`src/rtl/mul_sequencer_pkg.sv`:
```
// mul_sequencer_pkg
//   Shared definitions for the EX-stage multiply sequencer.
//   - alu_ctrl_t : ALU control codes, shared with the ALU control decode and the ALU.
//   - mul_state_t: sequencer FSM states.
//   - is_mul()   : true when an ALU control code selects the multiply operation.
package mul_sequencer_pkg;

    typedef enum logic [3:0] {
        ALU_AND = 4'd0,
        ALU_OR  = 4'd1,
        ALU_ADD = 4'd2,
        ALU_SLL = 4'd3,
        ALU_SRL = 4'd4,
        ALU_SUB = 4'd6,
        ALU_SLT = 4'd7,
        ALU_MUL = 4'd8
    } alu_ctrl_t;

    typedef enum logic [1:0] {
        ST_IDLE,
        ST_RUN,
        ST_DONE
    } mul_state_t;

    function automatic logic is_mul(input logic [3:0] ctrl);
        return ctrl == ALU_MUL;
    endfunction

endpackage

```
`src/rtl/mul_sequencer_if.sv`:
```
// mul_sequencer_if
//   EX-stage side of the multiply sequencer.
//   master: EX stage drives ex_valid, alu_control, flush, op_a, op_b and
//           receives stall, mul_done, mul_result.
//   slave : the sequencer, mirror image of master.
interface mul_sequencer_if #(
    parameter int DATA_W = 32
) ();

    logic              ex_valid;
    logic [3:0]        alu_control;
    logic              flush;
    logic [DATA_W-1:0] op_a;
    logic [DATA_W-1:0] op_b;
    logic              stall;
    logic              mul_done;
    logic [DATA_W-1:0] mul_result;

    modport master (
        output ex_valid, alu_control, flush, op_a, op_b,
        input  stall, mul_done, mul_result
    );

    modport slave (
        input  ex_valid, alu_control, flush, op_a, op_b,
        output stall, mul_done, mul_result
    );

endinterface

```
`src/rtl/mul_shift_add.sv`:
```
// mul_shift_add
//   Datapath of the radix-2 shift-add multiplier: multiplicand, multiplier
//   and accumulator registers, one add-and-shift step per enabled cycle.
//   Ports:
//     clk, rst  : clock, synchronous active-high reset
//     load      : capture op_a/op_b, clear the accumulator
//     step      : perform one add-shift iteration
//     op_a, op_b: multiplicand / multiplier
//     acc_next  : accumulator value after the current iteration (mod 2^DATA_W)
module mul_shift_add #(
    parameter int DATA_W = 32
) (
    input  logic              clk,
    input  logic              rst,
    input  logic              load,
    input  logic              step,
    input  logic [DATA_W-1:0] op_a,
    input  logic [DATA_W-1:0] op_b,
    output logic [DATA_W-1:0] acc_next
);

    logic [DATA_W-1:0] mcand;
    logic [DATA_W-1:0] mplier;
    logic [DATA_W-1:0] acc;

    // Add the shifted multiplicand when the current multiplier LSB is set.
    // Truncation to DATA_W bits gives the low product word for signed and
    // unsigned operands alike.
    always_comb begin
        acc_next = mplier[0] ? acc + mcand : acc;
    end

    // Operand/accumulator registers.
    always_ff @(posedge clk) begin
        if (rst) begin
            mcand  <= '0;
            mplier <= '0;
            acc    <= '0;
        end else if (load) begin
            mcand  <= op_a;
            mplier <= op_b;
            acc    <= '0;
        end else if (step) begin
            acc    <= acc_next;
            mcand  <= mcand << 1;
            mplier <= mplier >> 1;
        end
    end

endmodule

```
`src/rtl/mul_sequencer.sv`:
```
// mul_sequencer
//   Multi-cycle multiply sequencer for the EX stage. A valid EX instruction
//   with ALU control MUL starts a DATA_W-iteration shift-add multiply; the
//   pipeline is stalled meanwhile, then the low product word is presented
//   with mul_done for one cycle while the pipeline is released.
//   Ports:
//     clk, rst : clock, synchronous active-high reset
//     bus      : slave side of mul_sequencer_if
//                in : ex_valid, alu_control, flush, op_a, op_b
//                out: stall (comb), mul_done (state decode), mul_result (reg)
module mul_sequencer
    import mul_sequencer_pkg::*;
#(
    parameter int DATA_W = 32
) (
    input  logic               clk,
    input  logic               rst,
    mul_sequencer_if.slave     bus
);

    localparam int CNT_W = (DATA_W > 1) ? $clog2(DATA_W) : 1;

    mul_state_t        state;
    mul_state_t        next_state;
    logic [CNT_W-1:0]  count;
    logic [DATA_W-1:0] result_q;
    logic [DATA_W-1:0] acc_next;
    logic              start;
    logic              last_iter;
    logic              load;
    logic              step;

    assign start     = bus.ex_valid & is_mul(bus.alu_control) & ~bus.flush;
    assign last_iter = (count == CNT_W'(DATA_W - 1));
    assign load      = (state == ST_IDLE) & start;
    // A flush freezes the datapath; the FSM abandons the operation anyway.
    assign step      = (state == ST_RUN) & ~bus.flush;

    mul_shift_add #(.DATA_W(DATA_W)) u_datapath (
        .clk      (clk),
        .rst      (rst),
        .load     (load),
        .step     (step),
        .op_a     (bus.op_a),
        .op_b     (bus.op_b),
        .acc_next (acc_next)
    );

    // State register.
    always_ff @(posedge clk) begin
        if (rst) begin
            state <= ST_IDLE;
        end else begin
            state <= next_state;
        end
    end

    // Next-state logic. DONE always returns to IDLE: the MUL still sitting
    // in EX during DONE must not retrigger a second multiply.
    always_comb begin
        next_state = state;
        if (bus.flush) begin
            next_state = ST_IDLE;
        end else begin
            case (state)
                ST_IDLE: if (start) next_state = ST_RUN;
                ST_RUN:  if (last_iter) next_state = ST_DONE;
                ST_DONE: next_state = ST_IDLE;
                default: next_state = ST_IDLE;
            endcase
        end
    end

    // Output logic. stall covers the start cycle plus all RUN cycles and is
    // dropped on flush and reset so squashed or aborted work never holds
    // the pipeline.
    always_comb begin
        bus.stall    = 1'b0;
        bus.mul_done = (state == ST_DONE);
        if (!rst && !bus.flush) begin
            bus.stall = ((state == ST_IDLE) & start) | (state == ST_RUN);
        end
    end

    // Iteration counter and result register. The result is captured from
    // the final iteration so it is already valid during DONE, and it holds
    // until the next completed multiply.
    always_ff @(posedge clk) begin
        if (rst) begin
            count    <= '0;
            result_q <= '0;
        end else begin
            if (load) begin
                count <= '0;
            end else if (step) begin
                count <= count + 1'b1;
            end
            if (step && last_iter) begin
                result_q <= acc_next;
            end
        end
    end

    assign bus.mul_result = result_q;

endmodule

```
`src/flat_wrapper.sv`:
```
// flat-port wrapper written by rule: the top's interface ports become plain ports
module mul_sequencer_flat import mul_sequencer_pkg::*;
#(
    parameter int DATA_W = 32
)
  (clk, rst, bus_ex_valid, bus_alu_control, bus_flush, bus_op_a, bus_op_b, bus_stall, bus_mul_done, bus_mul_result);
  mul_sequencer_if #(.DATA_W(DATA_W)) bus_i ();
  input  logic clk;
  input  logic rst;
  input wire logic [$bits(bus_i.ex_valid)-1:0] bus_ex_valid;
  input wire logic [$bits(bus_i.alu_control)-1:0] bus_alu_control;
  input wire logic [$bits(bus_i.flush)-1:0] bus_flush;
  input wire logic [$bits(bus_i.op_a)-1:0] bus_op_a;
  input wire logic [$bits(bus_i.op_b)-1:0] bus_op_b;
  output wire logic [$bits(bus_i.stall)-1:0] bus_stall;
  output wire logic [$bits(bus_i.mul_done)-1:0] bus_mul_done;
  output wire logic [$bits(bus_i.mul_result)-1:0] bus_mul_result;
  assign bus_i.ex_valid = bus_ex_valid;
  assign bus_i.alu_control = bus_alu_control;
  assign bus_i.flush = bus_flush;
  assign bus_i.op_a = bus_op_a;
  assign bus_i.op_b = bus_op_b;
  assign bus_stall = bus_i.stall;
  assign bus_mul_done = bus_i.mul_done;
  assign bus_mul_result = bus_i.mul_result;
  mul_sequencer #(.DATA_W(DATA_W)) u_core (.clk(clk), .rst(rst), .bus(bus_i));
endmodule
```
`config.mk`:
```
export PLATFORM = sky130hd
export DESIGN_NAME = mul_sequencer_flat
export DESIGN_NICKNAME = d
export VERILOG_FILES = /design/src/rtl/mul_sequencer_pkg.sv /design/src/rtl/mul_sequencer_if.sv /design/src/rtl/mul_shift_add.sv /design/src/rtl/mul_sequencer.sv /design/src/flat_wrapper.sv
export SDC_FILE = /design/constraint.sdc
export NUM_CORES = 1
export LEC_CHECK = 0
export CAP_MARGIN = 20
export CORE_MARGIN = 2
export CORE_UTILIZATION = 50
export CTS_CLUSTER_DIAMETER = 120
export DETAILED_ROUTE_END_ITERATION = 6
export GPL_ROUTABILITY_DRIVEN = 0
export GPL_TIMING_DRIVEN = 0
export PLACE_DENSITY = 0.85
export SLEW_MARGIN = 20
export SYNTH_ARGS = -nofsm -noshare
export SYNTH_HDL_FRONTEND = slang
export SYNTH_HIERARCHICAL = 1
export SYNTH_SLANG_ARGS = --single-unit
```
`constraint.sdc`:
```
create_clock -name clk -period 4 [get_ports clk]
set_input_delay 0.6 -clock clk [delete_from_list [all_inputs] [get_ports clk]]
set_output_delay 0.6 -clock clk [all_outputs]
set_load 0.01 [all_outputs]
```
==> impl_metrics.tcl <==
set metrics [dict create \
    hpwlAfterDp_um 13600 \
    clk_pin_slew_worst_paths_ns 0.05 \
    design.portCount 106 \
    crit_chain "clkdlybuf4s50_1, or4_4, or4_4, a211oi_2, clkdlybuf4s50_1" \
    synth_edf_count 0 \
    clock_sink_count 135 \
    die_w_um 125 \
    synth_seq_cells 135 \
    postRouteAntennaNets 0 \
    grt_pass1_wl_um 32000 \
    drtIter0Drc 556 \
    syn_nets 1013 \
    globalRouteOverflowTotal 0 \
    grt_max_degree 17 \
    die_area_um2 15700 \
    worst-setup-path-type "in -> out" \
    maxCapViolations 0 \
    worst_hold_slack_ns 0.452 \
    areaGrowthSynthToFinish_pct 26.0 \
    num_rows 44 \
    max_freq_mhz 278 \
    postSynthAreaPerCell_um2 8.09 \
    design.final.nets 1137 \
    cts_resized 0 \
    grt.total_usage_pct 25.4 \
    timing.final.crit_period_ns 3.60 \
    design.core.area_um2 14400 \
    route.detailed.drc 0 \
    synthDistinctLibCells 51 \
    drt_pre_antenna_iters 5 \
    initial_util_pct 50.9 \
    finalSetupTns_ns 0 \
    cts_buffers 17 \
    syn_area_um2 7340 \
    postCtsSetupBuffers 0 \
    layout_worst_path_cycle_share_pct 89.9 \
    worstSkewPairLatency_ns 0.43 \
    share_of_final_layout_standard_cells_stronger_than_drive_strength_1_pct 6.24 \
    postLayoutSetupSlackWorst_ns 0.405 \
    cts_hold_buf 0 \
    routed_wire_length_um 19600 \
    leakage_nw 3.65 \
    start_kind "input port" \
    crit_arrival_ns 3.00 \
    hold_violations 0 \
    r2r_cells 13 \
    place_worst_setup_slack_ns 0.219 \
    syn-instance-count 907 \
    critPathMaxFanout 7 \
    grt_pass1_vias 6540 \
    setup_viol_count_final 0 \
    floorplan.die.height_um 125 \
    clock-root-buffer "clkbuf_16" \
    route.vias.total 6836 \
    routedWlPerCell_um 16.0 \
    timing.critical_path.required_ns 3.40 \
    setup_repair_after_global_routing_missed_its_margin "no" \
    finalMaxSlewViolations 0 \
    worstMarginPinSlew_ns 0.839 \
    port_buffers 105 \
    layout.cells.most_common_list "165 x nor2_1, 140 x a21oi_1, 135 x dfxtp_1" \
    critical-path-max-stage-delay_ns 0.60 \
    num_antenna_cells 0 \
    critical_path.slowest_cell "clkdlybuf4s50_1" \
    cts_tree "yes" \
    run_status "completed" \
    whs_path_depth 2 \
    cts_buffer_depth 2 \
    synthFlopType "dfxtp_1" \
    cp-end-kind "output port" \
    overall_power_mw 3.18 \
    per_cell_via_count_in_the_routed_design 5.58 \
    power-per-cell-area_nw_per_um2 344 \
    worstHoldPathType "reg -> reg" \
    synth.yosys.seq_area_share_pct 36.8 \
    irDropWorstVdd_uv 340 \
    grt_antenna_before_repair 0 \
    max-slew-margin-rel_pct 44.1 \
    clock-skew-final_ns 0.00702 \
    mostFrequentLayoutCell "nor2_1" \
    synthesis.yosys.warnings 6 \
    htree_levels 4 \
    asyncSetResetFlopFracSynth_pct 0 \
]
==> logic make-up after synthesis <==
| kind of cell | after synthesis | share of synthesized area (%) |
|---|---|---|
| buf+inv | 67 | 3.43 |
| compound gates | 222 | 17.9 |
| fa+ha+maj | 34 | 5.90 |
| flops | 135 | 36.8 |
| xor+xnor | 30 | 3.58 |
| simple gates | 318 | 18.2 |
| mux | 101 | 14.2 |
==> registers in the layout, indices dropped and copies added (netlist names) <==
name and cells:
u_core/bus.mul_result 32, u_core/count 5, u_core/state 2, u_core/u_datapath/acc 32, u_core/u_datapath/mcand 32, u_core/u_datapath/mplier 32
==> final timing paths <==
| kind | from | to | slack [ns] |
|---|---|---|---|
| max reg2reg | u_core/u_datapath/mcand[0] | u_core/bus.mul_result[30] | 0.62 |
| min | u_core/bus.mul_result[30] | u_core/bus.mul_result[30] | 0.45 |
| max | bus_flush | bus_stall | 0.40 |
| min reg2reg | u_core/bus.mul_result[30] | u_core/bus.mul_result[30] | 0.45 |
==> worst max-delay path: cells and delay by family <==
kind / cells / cell delay [ns]
buf+inv: 2 / 1.14
simple gates: 2 / 1.02
compound gates: 1 / 0.23
==> per-layer routing <==
metal  routed length, µm  global-route usage [%]  up-vias
met1                8250                    30.6     3113
met3                1640                    8.17       60
met2                9120                    41.5      262
met5                   0                       0        -
met4                 633                    11.2        0
li1                    -                       -     3401
==> cells in the mapped netlist, types with 10 or more instances <==
library cell	instances	area share (%)
clkbuf_1	47	2.4
mux2i_1	77	11
mux2_2	24	3.7
xor2_1	12	1.4
a21o_1	17	1.7
xnor2_1	18	2.1
a21oi_1	140	9.5
o21ai_1	10	0.68
nand2_1	103	5.3
dfxtp_1	135	37
inv_1	10	0.51
o21ai_0	13	0.89
buf_1	10	0.51
ha_1	33	5.6
nor2_1	165	8.4
==> final cells by class <==
cell class	instances	area (µm²)
fillers	1189	5180
multi-input cells	705	4390
flip-flops and latches	135	2700
repair buffers	105	1050
clock buffers	21	450
well taps	184	230
plain buffers	57	214
clock inverters	8	174
inverters	10	37.5
==> where the power goes <==
part / switching, mW / leakage [nW] / total [mW] / internal (mW)
clock network: 0.578 / 0.295 / 1.69 / 1.11
registers: 0.00393 / 1.09 / 1.35 / 1.35
logic: 0.0598 / 2.27 / 0.136 / 0.0762
==> metrics by stage <==
stage          area, µm²  utilization [%]  instances
2_1_floorplan       7340                -        907
3_3_place_gp        8620             59.8       1196
3_5_place_dp        8620             59.8       1196
4_1_cts             9250             64.1       1225
5_1_grt             9250             64.1       1225
6_report            9250             64.1       1225
Power figures use the tool's default switching activity.
